`config.mk`:
```
export PLATFORM = sky130hd
export DESIGN_NAME = radio_uplink_tx_flat
export DESIGN_NICKNAME = d
export VERILOG_FILES = /design/src/rtl/radio_uplink_tx_if.sv /design/src/rtl/radio_uplink_tx.sv /design/src/flat_wrapper.sv
export SDC_FILE = /design/constraint.sdc
export NUM_CORES = 1
export LEC_CHECK = 0
export CAP_MARGIN = 20
export CORE_ASPECT_RATIO = 1.4
export CORE_UTILIZATION = 50
export CTS_BUF_LIST = sky130_fd_sc_hd__clkbuf_16
export DETAILED_ROUTE_END_ITERATION = 12
export HOLD_SLACK_MARGIN = 0.08
export PLACE_DENSITY_LB_ADDON = 0.12
export SLEW_MARGIN = 20
export SYNTH_ARGS = -nofsm -noshare
export SYNTH_HDL_FRONTEND = slang
export SYNTH_SLANG_ARGS = --single-unit
```
`constraint.sdc`:
```
create_clock -name clk -period 6.6 [get_ports clk]
set_input_delay 1.32 -clock clk [delete_from_list [all_inputs] [get_ports clk]]
set_output_delay 1.32 -clock clk [all_outputs]
set_load 0.005 [all_outputs]
```
`src/rtl/radio_uplink_tx_if.sv`:
```
// Host write channel for the radio uplink encoder.
// The host offers 14-bit command words over a valid/ready handshake.
interface radio_uplink_tx_if;
  logic [13:0] wr_data;
  logic        wr_bad_parity;
  logic        wr_valid;
  logic        wr_ready;

  modport master (
    output wr_data,
    output wr_bad_parity,
    output wr_valid,
    input  wr_ready
  );

  modport slave (
    input  wr_data,
    input  wr_bad_parity,
    input  wr_valid,
    output wr_ready
  );
endinterface

```
`src/rtl/radio_uplink_tx.sv`:
```
// Uplink frame encoder: one sync pulse, then seven 2-bit data pulses.
// A holding register double-buffers host words so frames can run back to back.
module radio_uplink_tx #(
  parameter int LEAD    = 2,
  parameter int HI      = 2,
  parameter int SYNC_HI = 3,
  parameter int TAIL    = 2
) (
  input  logic              clk,
  input  logic              rst_n,
  radio_uplink_tx_if.slave  wr,
  input  logic              abort,
  output logic              RPULSE,
  output logic              RD1,
  output logic              RD0,
  output logic              RCHECK,
  output logic              busy,
  output logic              frame_done
);

  typedef enum logic [2:0] {
    S_IDLE, S_SLEAD, S_SHI, S_DLEAD, S_DHI, S_TAIL
  } state_e;

  localparam logic [7:0] L_LEAD = 8'(LEAD - 1);
  localparam logic [7:0] L_HI   = 8'(HI - 1);
  localparam logic [7:0] L_SHI  = 8'(SYNC_HI - 1);
  localparam logic [7:0] L_TAIL = 8'(TAIL - 1);

  state_e      state_q, state_d;
  logic [7:0]  cnt_q, cnt_d;
  logic [2:0]  idx_q, idx_d;
  logic [13:0] sh_q, sh_d;
  logic        shbad_q, shbad_d;
  logic [13:0] hold_q, hold_d;
  logic        hbad_q, hbad_d;
  logic        hfull_q, hfull_d;
  logic        ab_q, ab_d;
  logic        rdy_q;
  logic        rp_q, d1_q, d0_q, ck_q, busy_q, fd_q;
  logic        rp_d, d1_d, d0_d, ck_d, busy_d, fd_d;
  logic        xfer, acc, last, sync_d, data_d;

  always_comb begin
    state_d = state_q;
    cnt_d   = cnt_q - 8'd1;
    idx_d   = idx_q;
    sh_d    = sh_q;
    shbad_d = shbad_q;
    ab_d    = ab_q;
    xfer    = 1'b0;
    last    = (cnt_q == 8'd0);
    acc     = wr.wr_valid & rdy_q;

    if (abort && state_q != S_IDLE) begin
      state_d = S_TAIL;
      cnt_d   = L_TAIL;
      ab_d    = 1'b1;
    end else begin
      unique case (state_q)
        S_IDLE: begin
          cnt_d = cnt_q;
          xfer  = hfull_q;
        end
        S_SLEAD: if (last) begin
          state_d = S_SHI;
          cnt_d   = L_SHI;
        end
        S_SHI: if (last) begin
          state_d = S_DLEAD;
          cnt_d   = L_LEAD;
        end
        S_DLEAD: if (last) begin
          state_d = S_DHI;
          cnt_d   = L_HI;
        end
        S_DHI: if (last) begin
          sh_d  = {sh_q[11:0], 2'b00};
          idx_d = idx_q + 3'd1;
          if (idx_q == 3'd6) begin
            state_d = S_TAIL;
            cnt_d   = L_TAIL;
          end else begin
            state_d = S_DLEAD;
            cnt_d   = L_LEAD;
          end
        end
        S_TAIL: if (last) begin
          ab_d = 1'b0;
          if (hfull_q) begin
            xfer = 1'b1;
          end else begin
            state_d = S_IDLE;
            cnt_d   = 8'd0;
          end
        end
        default: begin
          state_d = S_IDLE;
          cnt_d   = 8'd0;
        end
      endcase
    end

    // frame start: shift register takes the older word
    if (xfer) begin
      state_d = S_SLEAD;
      cnt_d   = L_LEAD;
      sh_d    = hold_q;
      shbad_d = hbad_q;
      idx_d   = 3'd0;
      ab_d    = 1'b0;
    end

    hold_d  = acc ? wr.wr_data : hold_q;
    hbad_d  = acc ? wr.wr_bad_parity : hbad_q;
    hfull_d = acc | (hfull_q & ~xfer);

    sync_d = (state_d == S_SLEAD) || (state_d == S_SHI);
    data_d = (state_d == S_DLEAD) || (state_d == S_DHI);
    rp_d   = (state_d == S_SHI) || (state_d == S_DHI);
    d1_d   = sync_d | (data_d & sh_d[13]);
    d0_d   = sync_d | (data_d & sh_d[12]);
    ck_d   = sync_d | (data_d & (sh_d[13] ^ sh_d[12] ^ shbad_d));
    busy_d = (state_d != S_IDLE);
    fd_d   = (state_d == S_TAIL) && (cnt_d == 8'd0) && !ab_d;
  end

  always_ff @(posedge clk or negedge rst_n) begin
    if (!rst_n) begin
      state_q <= S_IDLE;
      cnt_q   <= 8'd0;
      idx_q   <= 3'd0;
      sh_q    <= 14'd0;
      shbad_q <= 1'b0;
      hold_q  <= 14'd0;
      hbad_q  <= 1'b0;
      hfull_q <= 1'b0;
      ab_q    <= 1'b0;
      rdy_q   <= 1'b1;
      rp_q    <= 1'b0;
      d1_q    <= 1'b0;
      d0_q    <= 1'b0;
      ck_q    <= 1'b0;
      busy_q  <= 1'b0;
      fd_q    <= 1'b0;
    end else begin
      state_q <= state_d;
      cnt_q   <= cnt_d;
      idx_q   <= idx_d;
      sh_q    <= sh_d;
      shbad_q <= shbad_d;
      hold_q  <= hold_d;
      hbad_q  <= hbad_d;
      hfull_q <= hfull_d;
      ab_q    <= ab_d;
      rdy_q   <= ~hfull_d;
      rp_q    <= rp_d;
      d1_q    <= d1_d;
      d0_q    <= d0_d;
      ck_q    <= ck_d;
      busy_q  <= busy_d;
      fd_q    <= fd_d;
    end
  end

  assign wr.wr_ready = rdy_q;
  assign RPULSE      = rp_q;
  assign RD1         = d1_q;
  assign RD0         = d0_q;
  assign RCHECK      = ck_q;
  assign busy        = busy_q;
  assign frame_done  = fd_q;

endmodule

```
`src/flat_wrapper.sv`:
```
// flat-port wrapper written by rule: the top's interface ports become plain ports
module radio_uplink_tx_flat 
#(
  parameter int LEAD    = 2,
  parameter int HI      = 2,
  parameter int SYNC_HI = 3,
  parameter int TAIL    = 2
)
  (clk, rst_n, abort, RPULSE, RD1, RD0, RCHECK, busy, frame_done, wr_wr_data, wr_wr_bad_parity, wr_wr_valid, wr_wr_ready);
  radio_uplink_tx_if wr_i ();
  input  logic clk;
  input  logic rst_n;
  input  logic abort;
  output logic RPULSE;
  output logic RD1;
  output logic RD0;
  output logic RCHECK;
  output logic busy;
  output logic frame_done;
  input wire logic [$bits(wr_i.wr_data)-1:0] wr_wr_data;
  input wire logic [$bits(wr_i.wr_bad_parity)-1:0] wr_wr_bad_parity;
  input wire logic [$bits(wr_i.wr_valid)-1:0] wr_wr_valid;
  output wire logic [$bits(wr_i.wr_ready)-1:0] wr_wr_ready;
  assign wr_i.wr_data = wr_wr_data;
  assign wr_i.wr_bad_parity = wr_wr_bad_parity;
  assign wr_i.wr_valid = wr_wr_valid;
  assign wr_wr_ready = wr_i.wr_ready;
  radio_uplink_tx #(.LEAD(LEAD), .HI(HI), .SYNC_HI(SYNC_HI), .TAIL(TAIL)) u_core (.clk(clk), .rst_n(rst_n), .wr(wr_i), .abort(abort), .RPULSE(RPULSE), .RD1(RD1), .RD0(RD0), .RCHECK(RCHECK), .busy(busy), .frame_done(frame_done));
endmodule
```
## Yosys cells after proc, flatten, opt, wreduce, memory -nomap -nowiden

Cells that the tools add are included.

- Output and inout bits: 7
- Input bits: 19
- Flip-flop bits (word level): 53

- Reduce and logical (&&, ||, !) cells: 16
- Bitwise operators: 13
- Equality and inequality tests: 12
- Add/sub/neg operators: 2
- Muxes and demuxes: 34

Operator list:

| cell | number |
|---|---|
| two-way mux 14 bit | 4 |
| two-way mux 8 bit | 6 |
| two-way mux 3 bit | 13 |
| one-hot mux 8 bit (4 select lines) | 1 |
| one-hot mux 3 bit (6 select lines) | 1 |
| zero test 8 bit | 2 |
| == test 3 bit (second input constant) | 5 |
| == test 3 x 2 -> 1 bit (second input constant) | 4 |
| two-way mux 1 bit | 8 |
| subtractor 8 x 1 -> 8 bit (second input constant) | 1 |
| == test 3 x 1 -> 1 bit (second input constant) | 2 |
| nonzero test 3 bit | 2 |
| AND 1 bit | 5 |
| OR 1 bit | 4 |
| nonzero test 2 bit | 2 |
| adder 3 x 1 -> 3 bit (second input constant) | 1 |
| logical AND 1 bit | 3 |
| zero test 3 bit | 1 |
| logical OR 1 bit | 3 |
| AND reduction 3 bit | 1 |
| OR reduction 3 bit | 1 |
| != test 2 x 1 -> 1 bit (second input constant) | 1 |
| NOT 1 bit | 2 |
| one-hot mux 1 bit (2 select lines) | 1 |
| 2 further kinds | 3 |

## Logic depth before layout (Yosys ltp)

- Word-level depth: 10
- Gate-level depth with buffers: 11

## Worst setup path after synthesis

No wires, ideal clock.

- Path type: input to register
- Start point: input port abort
- End point: register u_core.d0_q (netlist: u_core.RD0)
- Stages: 7
- Data arrival time: 2599 ps
- Data required time: 6465 ps
- Slack: 3866 ps
- Library setup time: 135 ps
- Path through: nor2b_1 > and4_1 > buf_2 > mux2_2 > mux2_2 > nor3_1 > a221oi_1

RTL lines:

| element | line | RTL |
|---|---|---|
| start: declaration | flat_wrapper.sv:13 | `input logic abort;` |
| logical AND 1 bit * | radio_uplink_tx.sv:55 | `if (abort && state_q != S_IDLE) begin` |
| two-way mux 14 bit or two-way mux 1 bit (tied branches) | radio_uplink_tx.sv:55 |  |
| two-way mux 14 bit * | radio_uplink_tx.sv:105 | `if (xfer) begin` |
| named net u_core.sh_d[12] | radio_uplink_tx.sv:33 | `logic [13:0] sh_q, sh_d;` |
| AND 1 bit * | radio_uplink_tx.sv:122 | `d0_d = sync_d \| (data_d & sh_d[12]);` |
| OR 1 bit * | radio_uplink_tx.sv:122 |  |
| named net u_core.d0_d | radio_uplink_tx.sv:41 | `logic rp_d, d1_d, d0_d, ck_d, busy_d, fd_d;` |
| end signal: assignment | radio_uplink_tx.sv:142 | `d0_q <= 1'b0;` |
| end signal: assignment | radio_uplink_tx.sv:159 | `d0_q <= d0_d;` |
| end: declaration | radio_uplink_tx.sv:40 | `logic rp_q, d1_q, d0_q, ck_q, busy_q, fd_q;` |

The timed path passes the listed nets; every way through them passes the cells marked *. The select of a mux whose other input is x is not followed.
A chain may end at the register's enable or synchronous reset.

## Worst setup path after layout

Same ends and word-level chain as after synthesis.

==> run_results.csv <==
group,metric,value,unit
layout,layout-area-overhead-vs-synth,15.6,%
hold_path,whs_path_depth,2,
setup_path,cp_cell_sequence,"clkdlybuf4s50_1 > nor2b_1 > and4_1 > mux2_2 > mux2_2 > nor3_1 > a221oi_1",
power_and_ir_drop,power_report.internal_total,852,uW
layout,commonest_cells_after_routing_fill_and_taps_aside,"52 x sky130_fd_sc_hd__dfrtp_1, 33 x sky130_fd_sc_hd__nand2_1, 24 x sky130_fd_sc_hd__clkdlybuf4s50_1, 20 x sky130_fd_sc_hd__mux2_2, 14 x sky130_fd_sc_hd__nor2_1",
floorplanning,die_width,64.6,um
setup_path,worst_setup_path_start_kind,"input port",
placed_design,hpwlAfterDp,4190,um
setup_path,crit_path_top_delay_cell,"sky130_fd_sc_hd__and4_1",
power_and_ir_drop,leakagePower,0.00137,uW
drt,avgRoutedWirePerCell,16.4,um
drt,via_cell_ratio,6.05,
clock_network,cts_max_level,2,
yosys,synthesized_area_fraction_occupied_by_ao_oa_aoi_and_oai_cells,0.180,
drt,wl,5800,um
power_and_ir_drop,power,1370,uW
clock_network,worst_skew_pair.late_latency,0.29,ns
setup_path,regToRegStartpoint,"u_core.cnt_q[0]",
sta,slew_headroom,0.514,
yosys,synth_seq_cells,53,
drt,drt_first_iter_violations,195,
setup_path,critical-path-max-stage-delay,0.64,ns
floorplanning,die_area,5780,um2
placed_design,gp_congestion,0.844,
clock_network,clock-root-buffer,"sky130_fd_sc_hd__clkbuf_16",
setup_path,r2r-end,"u_core.RD0",
clock_network,cts_buf_count,5,
sta,setup_viol,0,
floorplanning,core,5240,um2
sta,worst_clock_skew,0.00688,ns
global_routing,grt_remaining_overflow,0,
yosys,gate_count_post_synth,265,
hold_path,hp-class,"reg2reg",
placed_design,io_buffers,25,
floorplanning,placement_rows,31,
clock_network,tritoncts_num_sinks,53,
clock_network,quantity_of_hold_fixing_buffers_added_after_cts,0,
power_and_ir_drop,seq_power_share,0.411,
yosys,synth_edf_count,0,
sta,hold_slack,0.477,ns
clock_network,cts_buffer_depth,2,
yosys,synth_xor_area_frac,0.0160,
clock_network,clock_slew_seen_by_the_registers_of_the_worst_setup_and_hold_paths,0.07,ns
floorplanning,effective_utilization_at_floorplan,0.523,
layout,most_common_cell_after_layout_fill_and_taps_aside,"sky130_fd_sc_hd__dfrtp_1",
setup_path,reg2reg_slack,3.54,ns
floorplanning,die_height,89.6,um
sta,period_share,0.528,
global_routing,grt_first_pass_wirelength,9740,um
global_routing,antenna_found_initial,0,
yosys,syn_nets,287,
clock_network,clock_tree_from_tritoncts,"done",
setup_path,critical-path-top-cell-by-count,"sky130_fd_sc_hd__mux2_2",
setup_path,worst-endpoint-required,6.75,ns
power_and_ir_drop,pwr_density_cell,434,nW/um2
yosys,yosys.area_share.simple,0.184,
global_routing,grt_start_max_net_pins,54,
setup_path,timing.reg2reg.worst_path_depth,8,
sta,timing_hold_violations_final,0,
run_status,run_status,"completed",
setup_path,cp-end-kind,"flop",
power_and_ir_drop,comb_power_share,0.406,
yosys,combinational_family_with_the_most_area_after_synthesis,"simple AND/OR/NAND/NOR gates",
yosys,synthDistinctLibCells,59,
hold_path,hold_path_startpoint,"u_core.sh_q[8]",
clock_network,post_cts_buffers,0,
power_and_ir_drop,clkPwrFrac,0.183,
yosys,synth_adder_area_share,0.0137,
floorplanning,io_pins,26,
global_routing,vias_in_the_first_global_route,2048,
sta,finalMaxSlewViolations,0,
yosys,synth-async-reset-ratio,1.00,
sta,finalSetupTns,0,ns
setup_path,critPathArrivalTime,3.64,ns
drt,remaining_drc_errors,0,
sta,worst_slew_pin_slew,0.724,ns
yosys,yosysSeqAreaShare,0.484,
power_and_ir_drop,irDropWorstVdd,221,uV
yosys,synth_area,2740,um2
sta,finalWorstPathRequiredPeriod,3.49,ns
drt,drtAntennaViolNets,0,
setup_path,path_max_fanout,16,
yosys,synth_area_per_inst,10.3,um2
layout,numnets_final,308,
flow_run,drv_cap,0,
power_and_ir_drop,switching_share,0.380,
sta,max_clock_freq,287,MHz
yosys,fraction_of_synthesized_area_in_multiplexers,0.0858,
hold_path,hold_end,"u_core.sh_q[8]",
sta,rsz0062_at_grt,"false",
layout,antennaDiodeCount,0,
setup_path,crit_type,"in2reg",
power_and_ir_drop,power_switching,522,uW
drt,route.vias.total,2135,
layout,post_route_cells_drive_above_1_share,0.153,
yosys,synthesis.yosys.warnings,0,
drt,drt_first_pass_iters,4,
clock_network,post_cts_resize_count,0,
yosys,ys.flop_type,"sky130_fd_sc_hd__dfrtp_1",
global_routing,globalRouteTotalUtil,0.222,
-- cells in the mapped netlist, drive strengths merged (2+ instances only) --
cell / count / area, um2
a21boi: 2 / 18.8
buf: 5 / 30.0
o21ai: 13 / 65.1
a31oi: 4 / 40.0
clkbuf: 8 / 30.0
nor4b: 2 / 30.0
or2: 3 / 18.8
nand2: 33 / 124
nor3b: 4 / 30.0
o211ai: 5 / 37.5
or4b: 2 / 20.0
nand2b: 3 / 18.8
nand3: 7 / 35.0
a22oi: 12 / 90.1
a211oi: 2 / 15.0
ha: 3 / 37.5
o221ai: 2 / 17.5
o31ai: 4 / 35.0
mux2: 20 / 225
nor4: 2 / 12.5
and3: 2 / 12.5
a21oi: 6 / 30.0
nor3: 8 / 40.0
inv: 10 / 37.5
xnor2: 4 / 35.0
nor2: 17 / 85.1
a21o: 2 / 15.0
a221oi: 2 / 17.5
or3: 5 / 31.3
nor2b: 2 / 12.5
dfrtp: 52 / 1300
-- power by group through the flow --
stage               logic, uW  registers [uW]  clock network [uW]
global route              617             579                 270
detailed placement        555             569                   0
floorplan                 452             523                   0
finish                    558             565                 251
CTS                       560             563                 258
global placement          546             566                   0
-- flip-flops by register name, summed over array words and instances (netlist names), 3 cells and up --
name and count:
u_core.cnt_q 8, u_core.hold_q 14, u_core.idx_q 3, u_core.sh_q 14, u_core.state_q 3
-- metrics by stage --
step	utilization	instances	instance area [um2]	setup WS, ns
2_1_floorplan	-	265	2740	3.87
3_3_place_gp	0.577	345	3020	2.89
3_5_place_dp	0.577	345	3020	2.83
4_1_cts	0.605	353	3170	3.12
5_1_grt	0.605	353	3170	2.96
6_report	0.605	353	3170	3.11
-- worst max-delay path: cells and delay by family --
kind	cells	cell delay, ns
AOI/OAI and AO/OA	1	0.07
buffers and inverters	1	0.54
muxes	2	0.69
and+or+nand+nor	3	1.01
-- routing by layer --
metal  vias to the layer above  routed length, um  GRT usage
met5                         -                  0          0
met4                         0                121     0.0909
met3                        12                159     0.0391
met2                        47               3080      0.398
met1                      1063               2440      0.263
li1                       1013                  -          -
-- cells by family (layout without fill, tap and decap cells) --
| group | count (synthesis) | in the layout |
|---|---|---|
| adder cells (fa/ha/maj) | 3 | 3 |
| AND/OR/NAND/NOR | 94 | 94 |
| multiplexers | 21 | 21 |
| XOR/XNOR | 5 | 5 |
| AO/OA/AOI/OAI | 66 | 66 |
| flip-flops | 53 | 53 |
| buffers and inverters | 23 | 45 |
-- area by class of cell --
class / count / area [um2]
Fill cell: 464 / 2070
Clock inverter: 3 / 18.8
Multi-Input combinational cell: 189 / 1320
Sequential cell: 53 / 1330
Timing Repair Buffer: 27 / 260
Clock buffer: 5 / 125
Inverter: 10 / 37.5
Tap cell: 66 / 82.6
-- how the worst max path moves through the flow --
stage	from	endpoint	depth (start not counted)
2_1_floorplan	abort	u_core.RD0	7
3_3_place_gp	abort	u_core.RD0	7
3_5_place_dp	abort	u_core.RD1	7
4_1_cts	abort	u_core.RD1	7
5_1_grt	abort	u_core.RD1	7
6_report	abort	u_core.RD0	7
Note: power is estimated with default switching activity, not from simulation.
